[src/rtl/gpio_pattern_pkg.sv]
// Shared types and helpers for the GPIO pattern generator: pattern modes,
// request mapping and per-mode frame lengths.
package gpio_pattern_pkg;

    typedef enum logic [2:0] {
        WALK1  = 3'd0,
        WALK0  = 3'd1,
        COUNT  = 3'd2,
        TOGGLE = 3'd3,
        PIN_ID = 3'd4
    } pattern_mode_t;

    localparam int unsigned COUNT_FRAME_LEN = 256;

    // Unassigned encodings fall back to walk-one so the pins never go undefined.
    function automatic pattern_mode_t map_mode(input logic [2:0] req);
        pattern_mode_t result;
        if (req > 3'd4) begin
            result = WALK1;
        end else begin
            result = pattern_mode_t'(req);
        end
        return result;
    endfunction

    function automatic int unsigned frame_len(input pattern_mode_t mode,
                                              input int unsigned num_pins,
                                              input int unsigned gap);
        int unsigned len;
        case (mode)
            WALK1, WALK0: len = num_pins;
            COUNT:        len = COUNT_FRAME_LEN;
            TOGGLE:       len = 2;
            default:      len = 2 * num_pins + gap;
        endcase
        return len;
    endfunction

endpackage

[src/rtl/gpio_step_prescaler.sv]
// Divides the design clock down to one step tick every DIV clocks while running.
module gpio_step_prescaler #(
    parameter int unsigned DIV = 12_000
) (
    input  logic clk,
    input  logic reset,
    input  logic run,
    output logic tick
);

    localparam int unsigned CNT_W = (DIV > 1) ? $clog2(DIV) : 1;

    logic [CNT_W-1:0] count;

    assign tick = run && (count == CNT_W'(DIV - 1));

    // Held at zero whenever not running so every new run starts a full step.
    always_ff @(posedge clk or posedge reset) begin
        if (reset) begin
            count <= '0;
        end else if (!run || tick) begin
            count <= '0;
        end else begin
            count <= count + CNT_W'(1);
        end
    end

endmodule

[src/rtl/gpio_pattern_gen.sv]
// GPIO exerciser: steps one of five test patterns across NUM_PINS outputs at
// STEP_HZ, switching mode only on frame boundaries.
module gpio_pattern_gen
    import gpio_pattern_pkg::*;
#(
    parameter int unsigned NUM_PINS  = 32,
    parameter int unsigned CLOCK_HZ  = 12_000_000,
    parameter int unsigned STEP_HZ   = 1_000,
    parameter int unsigned GAP_STEPS = 8
) (
    input  logic                clk,
    input  logic                reset,
    input  logic                en,
    input  logic [2:0]          mode,
    output logic [NUM_PINS-1:0] pins,
    output logic                frame_start,
    output logic [2:0]          cur_mode
);

    localparam int unsigned DIV        = (STEP_HZ == 0) ? 0 : CLOCK_HZ / STEP_HZ;
    localparam int unsigned PIN_ID_LEN = 2 * NUM_PINS + GAP_STEPS;
    localparam int unsigned MAX_FRAME  = (PIN_ID_LEN > COUNT_FRAME_LEN) ? PIN_ID_LEN : COUNT_FRAME_LEN;
    localparam int unsigned STEP_W     = $clog2(MAX_FRAME) + 1;
    localparam int unsigned HALF_W     = STEP_W - 1;

    localparam logic [0:0] ST_IDLE = 1'b0;
    localparam logic [0:0] ST_RUN  = 1'b1;

    if (NUM_PINS < 2 || NUM_PINS > 64) begin : g_bad_num_pins
        $error("gpio_pattern_gen: NUM_PINS must be in 2..64");
    end
    if (DIV < 1) begin : g_bad_div
        $error("gpio_pattern_gen: CLOCK_HZ / STEP_HZ must be at least 1");
    end
    if (GAP_STEPS < 1) begin : g_bad_gap
        $error("gpio_pattern_gen: GAP_STEPS must be at least 1");
    end

    logic [0:0]          state_q, state_d;
    logic [STEP_W-1:0]   step_q, step_d;
    logic [NUM_PINS-1:0] counter_q, counter_d;
    pattern_mode_t       cur_mode_q, cur_mode_d, req_mode;
    logic                frame_start_q, frame_start_d;
    logic [NUM_PINS-1:0] pins_q, pattern;
    logic                run, tick, last_step;

    // Gating with en makes a drop of en on the wrap tick win over the wrap.
    assign run = (state_q == ST_RUN) && en;

    gpio_step_prescaler #(
        .DIV (DIV)
    ) u_prescaler (
        .clk   (clk),
        .reset (reset),
        .run   (run),
        .tick  (tick)
    );

    // Next-state logic; pins are decoded from these values so the output
    // register lines up with the step that is about to be in effect.
    always_comb begin
        req_mode      = map_mode(mode);
        last_step     = (step_q == STEP_W'(frame_len(cur_mode_q, NUM_PINS, GAP_STEPS) - 1));
        state_d       = state_q;
        step_d        = step_q;
        counter_d     = counter_q;
        cur_mode_d    = cur_mode_q;
        frame_start_d = 1'b0;
        if (!en) begin
            state_d    = ST_IDLE;
            step_d     = '0;
            counter_d  = '0;
            cur_mode_d = req_mode;
        end else if (state_q == ST_IDLE) begin
            state_d       = ST_RUN;
            step_d        = '0;
            counter_d     = '0;
            cur_mode_d    = req_mode;
            frame_start_d = 1'b1;
        end else if (tick) begin
            counter_d = counter_q + 1'b1;
            if (last_step) begin
                step_d        = '0;
                cur_mode_d    = req_mode;
                frame_start_d = 1'b1;
                if (req_mode != cur_mode_q) begin
                    counter_d = '0;
                end
            end else begin
                step_d = step_q + 1'b1;
            end
        end
    end

    always_comb begin
        pattern = '0;
        case (cur_mode_d)
            WALK1: begin
                for (int i = 0; i < NUM_PINS; i++) begin
                    pattern[i] = (step_d == STEP_W'(i));
                end
            end
            WALK0: begin
                for (int i = 0; i < NUM_PINS; i++) begin
                    pattern[i] = (step_d != STEP_W'(i));
                end
            end
            COUNT:  pattern = counter_d;
            TOGGLE: pattern = (step_d == '0) ? '1 : '0;
            PIN_ID: begin
                // Pin i is high on even steps while step/2 <= i; gap steps exceed every i.
                for (int i = 0; i < NUM_PINS; i++) begin
                    pattern[i] = !step_d[0] && (step_d[STEP_W-1:1] <= HALF_W'(i));
                end
            end
            default: pattern = '0;
        endcase
    end

    always_ff @(posedge clk or posedge reset) begin
        if (reset) begin
            state_q       <= ST_IDLE;
            step_q        <= '0;
            counter_q     <= '0;
            cur_mode_q    <= WALK1;
            frame_start_q <= 1'b0;
            pins_q        <= '0;
        end else begin
            state_q       <= state_d;
            step_q        <= step_d;
            counter_q     <= counter_d;
            cur_mode_q    <= cur_mode_d;
            frame_start_q <= frame_start_d;
            pins_q        <= (state_d == ST_RUN) ? pattern : '0;
        end
    end

    assign pins        = pins_q;
    assign frame_start = frame_start_q;
    assign cur_mode    = cur_mode_q;

endmodule

[config.mk]
export PLATFORM = sky130hd
export DESIGN_NAME = gpio_pattern_gen
export DESIGN_NICKNAME = d
export VERILOG_FILES = /design/src/rtl/gpio_pattern_pkg.sv /design/src/rtl/gpio_step_prescaler.sv /design/src/rtl/gpio_pattern_gen.sv
export SDC_FILE = /design/constraint.sdc
export NUM_CORES = 1
export LEC_CHECK = 0
export ABC_AREA = 1
export BUFFER_PORTS_ARGS = -buffer_cell sky130_fd_sc_hd__buf_4
export CORE_MARGIN = 1
export CORE_UTILIZATION = 40
export CTS_CLUSTER_SIZE = 24
export DETAILED_ROUTE_END_ITERATION = 16
export PLACE_DENSITY = 0.58
export SKIP_CTS_REPAIR_TIMING = 1
export SLEW_MARGIN = 20
export SYNTH_ARGS = -nofsm -noshare
export SYNTH_HDL_FRONTEND = slang
export SYNTH_SLANG_ARGS = --single-unit
[constraint.sdc]
create_clock -name clk -period 4.3 [get_ports clk]
set_input_delay 1.075 -clock clk [delete_from_list [all_inputs] [get_ports clk]]
set_output_delay 1.075 -clock clk [all_outputs]
set_load 0.02 [all_outputs]
# Word-level counts from Yosys, hierarchy flattened
# Index checks and enable logic that the tools add are counted.
dict set report word_totals {
  ff_bits 92
  latchBits 0
  ramBits 0
  mem_bits_ro 0
  in_bits 6
  output_inout_bits 36
  word_cells 182
  n_memories 0
}
dict set report op_classes {
  addsub 4
  mul 0
  n_div 0
  magnitude_cmp 33
  eq_ne 72
  shifts 0
  mux 24
  n_bitwise 0
  reduce_logical 42
}
# op n
set op_table {}
lappend op_table {{2-to-1 mux 32 bit} 7}
lappend op_table {{one-hot mux 32 bit (5 select lines)} 1}
lappend op_table {{equality test 9 x 5 -> 1 bit (second input constant)} 16}
lappend op_table {{inequality test 9 x 5 -> 1 bit (second input constant)} 16}
lappend op_table {{less-or-equal comparator 8 x 5 -> 1 bit (second input constant)} 16}
lappend op_table {{equality test 9 x 4 -> 1 bit (second input constant)} 8}
lappend op_table {{inequality test 9 x 4 -> 1 bit (second input constant)} 8}
lappend op_table {{less-or-equal comparator 8 x 4 -> 1 bit (second input constant)} 8}
lappend op_table {{equality test 9 x 3 -> 1 bit (second input constant)} 4}
lappend op_table {{2-to-1 mux 9 bit} 4}
lappend op_table {{inequality test 9 x 3 -> 1 bit (second input constant)} 4}
lappend op_table {{logical AND 1 bit} 34}
lappend op_table {{adder 32 x 1 -> 32 bit (second input constant)} 1}
lappend op_table {{less-or-equal comparator 8 x 3 -> 1 bit (second input constant)} 4}
lappend op_table {{one-hot mux 9 bit (3 select lines)} 1}
lappend op_table {{equality test 9 x 2 -> 1 bit (second input constant)} 2}
lappend op_table {{inequality test 9 x 2 -> 1 bit (second input constant)} 2}
lappend op_table {{less-or-equal comparator 8 x 1 -> 1 bit (second input constant)} 2}
lappend op_table {{less-or-equal comparator 8 x 2 -> 1 bit (second input constant)} 2}
lappend op_table {{2-to-1 mux 3 bit} 5}
lappend op_table {{adder 14 x 1 -> 14 bit (second input constant)} 1}
lappend op_table {{equality test 14 bit (second input constant)} 1}
lappend op_table {{2-to-1 mux 14 bit} 1}
lappend op_table {{equality test 3 x 2 -> 1 bit (second input constant)} 4}
lappend op_table {{other kinds (16)} 23}

# Logic depth before layout (Yosys ltp)
dict set report depth {
  word_depth 13
  ltp_mapped 22
  mapped_depth_nobuf 21
}

# Hierarchy
# A second synthesis with hierarchy kept.
dict set report unflattened {
  hier_cells 1038
  area_unflattened_um2 6815.3
}
# mod n_inst cells_per_inst area_per_inst_um2 seq_area_each_um2
set by_module_without_submodules {}
lappend by_module_without_submodules {gpio_pattern_gen 1 933 6014.5 1951.9}
lappend by_module_without_submodules {gpio_step_prescaler 1 105 800.8 350.3}

# Worst setup path before layout
# Ideal clock, no wire load.
dict set report synth_path {
  path_type {register -> register}
  start {reg cur_mode_q[2], in the netlist cur_mode[2]}
  end {reg pins_q[18], in the netlist pins[18]}
  setup_ps 132
  t_arrival_ps 2628
  t_required_ps 4168
  setup_slack_ps 1540
  stages_incl_launch_ff 19
  n_path_buf 2
  path_cell_list {dfrtp_1 inv_4 nand3_2 ha_1 xnor2_1 nor2_1 nand2_1 nor2_4 nand4_4 buf_6 nand3_2 nand3_4 nor2_4 buf_6 nand2_1 nand2_1 nand3_1 nor2_1 nor2_1}
}
dict set report synth_via {
  elab_chain_cells 13
  word_cells_on_any_way 36
  classes_between {1 x add/sub; 1 x order compare; 11 x eq/ne; 17 x mux; 6 x reduce/logical}
}
# element line
set synth_lines {}
lappend synth_lines {{from (decl)} gpio_pattern_gen.sv:42} ;# pattern_mode_t cur_mode_q, cur_mode_d, req_mode;
lappend synth_lines {{from (signal assigned)} gpio_pattern_gen.sv:132} ;# cur_mode_q <= cur_mode_d;
lappend synth_lines {{equality test 3 x 1 -> 1 bit or zero test 3 bit (tied branches)} gpio_pattern_pkg.sv:30} ;# case (mode)
lappend synth_lines {{OR reduction 2 bit} gpio_pattern_pkg.sv:30}
lappend synth_lines {{one-hot mux 9 bit (3 select lines)} gpio_pattern_pkg.sv:30}
lappend synth_lines {{subtractor 9 x 1 -> 9 bit} gpio_pattern_gen.sv:63} ;# last_step = (step_q == STEP_W'(frame_len(cur_mode_q, NUM_PINS, GAP_STEPS) - 1));
lappend synth_lines {{equality test 9 bit} gpio_pattern_gen.sv:63}
lappend synth_lines {{2-to-1 mux 9 bit} gpio_pattern_gen.sv:82} ;# if (last_step) begin
lappend synth_lines {{2-to-1 mux 9 bit} gpio_pattern_gen.sv:80} ;# end else if (tick) begin
lappend synth_lines {{2-to-1 mux 9 bit} gpio_pattern_gen.sv:74} ;# end else if (state_q == ST_IDLE) begin
lappend synth_lines {{2-to-1 mux 9 bit} gpio_pattern_gen.sv:69} ;# if (!en) begin
lappend synth_lines {{less-or-equal comparator 8 x 5 -> 1 bit (tied with other cells)} gpio_pattern_gen.sv:113} ;# pattern[i] = !step_d[0] && (step_d[STEP_W-1:1] <= HALF_W'(i));
lappend synth_lines {{logical AND 1 bit or 2-to-1 mux 32 bit (tied branches)} {gpio_pattern_gen.sv:113, gpio_pattern_gen.sv:109}}
lappend synth_lines {{one-hot mux 32 bit (5 select lines) *} gpio_pattern_gen.sv:97} ;# case (cur_mode_d)
lappend synth_lines {{2-to-1 mux 32 bit *} gpio_pattern_gen.sv:134} ;# pins_q <= (state_d == ST_RUN) ? pattern : '0;
lappend synth_lines {{to (signal assigned)} gpio_pattern_gen.sv:134}
lappend synth_lines {{to (decl)} gpio_pattern_gen.sv:44} ;# logic [NUM_PINS-1:0] pins_q, pattern;
# Mark *: on every way between the ends. The rest lies on a longest branch, timed or not.

# Final worst setup path
# Same ends and word-level chain as after synthesis.

==> flow_summary.json <==
{
  "status": "complete, no violations",
  "synth_top_family_by_area": "simple AND/OR/NAND/NOR gates",
  "core_area_sq_mm": 0.0158,
  "drive_gt1_share_pct": 13.6,
  "drc": 0,
  "drt-vias-per-instance": 5.18,
  "placed_cells": 1199,
  "yosysTopAreaCell": "dfrtp_1",
  "clk_pin_slew_ns": 0.07,
  "rr_worst_depth": 16,
  "grt_pass1_wl_um": 31900,
  "synth-seq-cells": 92,
  "area_growth_syn_to_layout_pct": 10.6,
  "final_cells": 1215,
  "dr.max_layer_used": "met4",
  "detail_route.wl_per_cell_um": 15.8,
  "synth_top_area_share_pct": 35.6,
  "regArea_sq_mm": 0.00230,
  "relSlewSlack_pct": 56.3,
  "io_buffer_count": 41,
  "clock_sinks": 92,
  "rsz0062_at_grt": "no",
  "yosysWarnings": 0,
  "place_hpwl_um": 14500,
  "worst_pin_slew_ns": 0.654,
  "reg2reg_from": "cur_mode[2]",
  "multi_input_area_sq_mm": 0.00358,
  "slowest_delay_ns": 0.54,
  "fin_setup_tns_ns": 0,
  "wl_met3_um": 904,
  "drt_iter0_drc": 627,
  "yosys-top-cells-area": "dfrtp_1 (36%), nand2_1 (16%), nor2_1 (9.9%), nand3_1 (8.7%), inv_1 (4.5%)",
  "critical_path.top_delay_family": "simple AND/OR/NAND/NOR gates",
  "tritoncts": "yes",
  "leakage_uw": 0.00337,
  "drt-pass1-iter-count": 5,
  "vdd_drop_max_mv": 0.181,
  "power.density_mw_per_mm2": 284,
  "grt_pass1_vias": 5975,
  "reg2reg_to": "pins[18]",
  "gp_congestion": 0.958,
  "synth-compound-area-share_pct": 5.80,
  "synthAdderAreaFrac_pct": 0.773,
  "grt_start_max_net_pins": 39,
  "worst_ep_arrival_time_ns": 3.78,
  "fin_crit_sh_pct": 82.5,
  "die_x_um": 129,
  "path_cells": "inv_4 -> nand3_2 -> ha_1 -> xnor2_1 -> nor2_1 -> nand2_1 -> nor2_4 -> nand4_4 -> nand3_2 -> nand3_4 -> nor2_4 -> nand2_1 -> nand2_1 -> nand3_1 -> nor2_1 -> nor2_1",
  "muxShareOfSynthArea_pct": 0,
  "startpoint_type": "flip-flop",
  "min_period_ns": 3.55,
  "die-area_sq_mm": 0.0167,
  "finalWirelength_um": 19200,
  "critPathLaunch": "cur_mode[2]",
  "most-common-layout-cells": "nand2_1 (275), nor2_1 (171), nand3_1 (113)",
  "syn_nets": 974,
  "die_y_um": 129,
  "met1_length_um": 9490,
  "rrSetupSlack_ns": 0.75,
  "setup_viol": 0,
  "track_usage_pct": 25.0,
  "hold_viol": 0,
  "gr-total-overflow": 0,
  "path_buf_inv": 1,
  "ant_nets": 0,
  "syn_area_sq_mm": 0.00647,
  "syn_area_per_cell_sq_um": 6.72,
  "min_path_type": "flip-flop to flip-flop",
  "endpoint_kind": "flip-flop",
  "finish.utilization_pct": 45.2,
  "cap_violations": 0,
  "finClkSkew_ns": 0.00903,
  "wl_met2_um": 8560,
  "cp-endpoint": "pins[18]",
  "required_ns": 4.53,
  "cts_made_buffers": 9,
  "cts_max_level": 3,
  "antenna_found_initial": 0,
  "nets": 1004,
  "cp.depth": 16,
  "cts_root_buf": "clkbuf_16",
  "crit_path_top_delay_cell": "nor2_4",
  "yosys.area_share.simple_pct": 47.4,
  "clock_latency_ns": 0.36,
  "layout_commonest_cell": "nand2_1",
  "crit_type": "flip-flop to flip-flop",
  "synth-xor-area-share_pct": 1.35,
  "clock_path_buffers": 2,
  "synth_cell_types": 46,
  "path_max_fanout": 31,
  "synth_seq_area_share_pct": 35.6,
  "antenna_cells": 0,
  "fill_cells": 1706,
  "max_freq_ghz": 0.282,
  "slew_violations": 0,
  "ios": 42,
  "syn_inst": 964,
  "fp-row-count": 46,
  "num_vias": 6298,
  "start_util_pct": 40.9
}
how the worst min path moves through the flow:
stage	from	endpoint	slack, ns	cells after the start
after global routing	u_prescaler.count[0]	u_prescaler.count[0]	0.52	1
after detailed placement	u_prescaler.count[0]	u_prescaler.count[0]	0.45	1
after global placement	u_prescaler.count[0]	u_prescaler.count[0]	0.46	1
final	u_prescaler.count[0]	u_prescaler.count[0]	0.47	1
after CTS	u_prescaler.count[0]	u_prescaler.count[0]	0.47	1
after floorplan	u_prescaler.count[0]	u_prescaler.count[0]	0.43	1
stage by stage:
| step | total power, uW | hold slack [ns] | worst slack (ns) | area (sq um) |
|---|---|---|---|---|
| after floorplan | 1170 | 0.433 | 0.833 | 6470 |
| after global placement | 1280 | 0.463 | 0.577 | 6880 |
| after detailed placement | 1280 | 0.454 | 0.579 | 6880 |
| after CTS | 2060 | 0.471 | 0.774 | 7160 |
| after global routing | 2130 | 0.523 | 0.451 | 7160 |
| final | 2030 | 0.472 | 0.755 | 7160 |
where the power goes:
part	internal (uW)	leakage, uW	total, uW	switching (uW)
combinational	113	0.00199	349	236
sequential	899	0.00125	918	19.2
clock	397	0.000127	767	370
per-layer routing:
layer / GRT usage [%] / vias to the layer above
li1: - / 3166
met1: 35.8 / 2938
met2: 38.6 / 171
met3: 4.25 / 23
met4: 6.85 / 0
met5: 0 / -
cells in the mapped netlist (all sizes together):
cell type and instances:
a211oi 2, nand2 292, nor2 189, a21oi 22, o21bai 1, o211ai 3, clkbuf 4, nor3 21
xnor2 5, o31ai 1, buf 25, a31oi 1, o32ai 1, o21a 1, a41oi 1, nand4 24
or2 2, o22ai 2, dfrtp 92, clkinv 2, a31o 1, o21ai 29, xor2 5, nor3b 4
ha 4, and3 3, nand3 126, nand3b 1, nor4 6, inv 94
kinds of logic after synthesis:
logic type                 count (synthesis)
xor gates and xnor gates                  10
buffers and inverters                    125
AOI/OAI and AO/OA                         65
DFF                                       92
and+or+nand+nor                          668
adders and majority gates                  4
sequential cells by signal, summed over array words and instances, names as in the netlist:
signal,count
u_prescaler.count,14
frame_start,1
step_q,9
cur_mode,3
pins,32
counter_q,32
state_q,1
cell type report:
| class | count | share of cell area [%] |
|---|---|---|
| tap | 216 | 3.77 |
| inverter | 96 | 5.10 |
| clock buffer | 10 | 3.20 |
| clock inverter | 6 | 0.734 |
| timing repair buffer | 48 | 5.03 |
| multi-input combinational | 747 | 50.0 |
| sequential | 92 | 32.1 |
No activity file was read; power rests on OpenSTA's default activity.
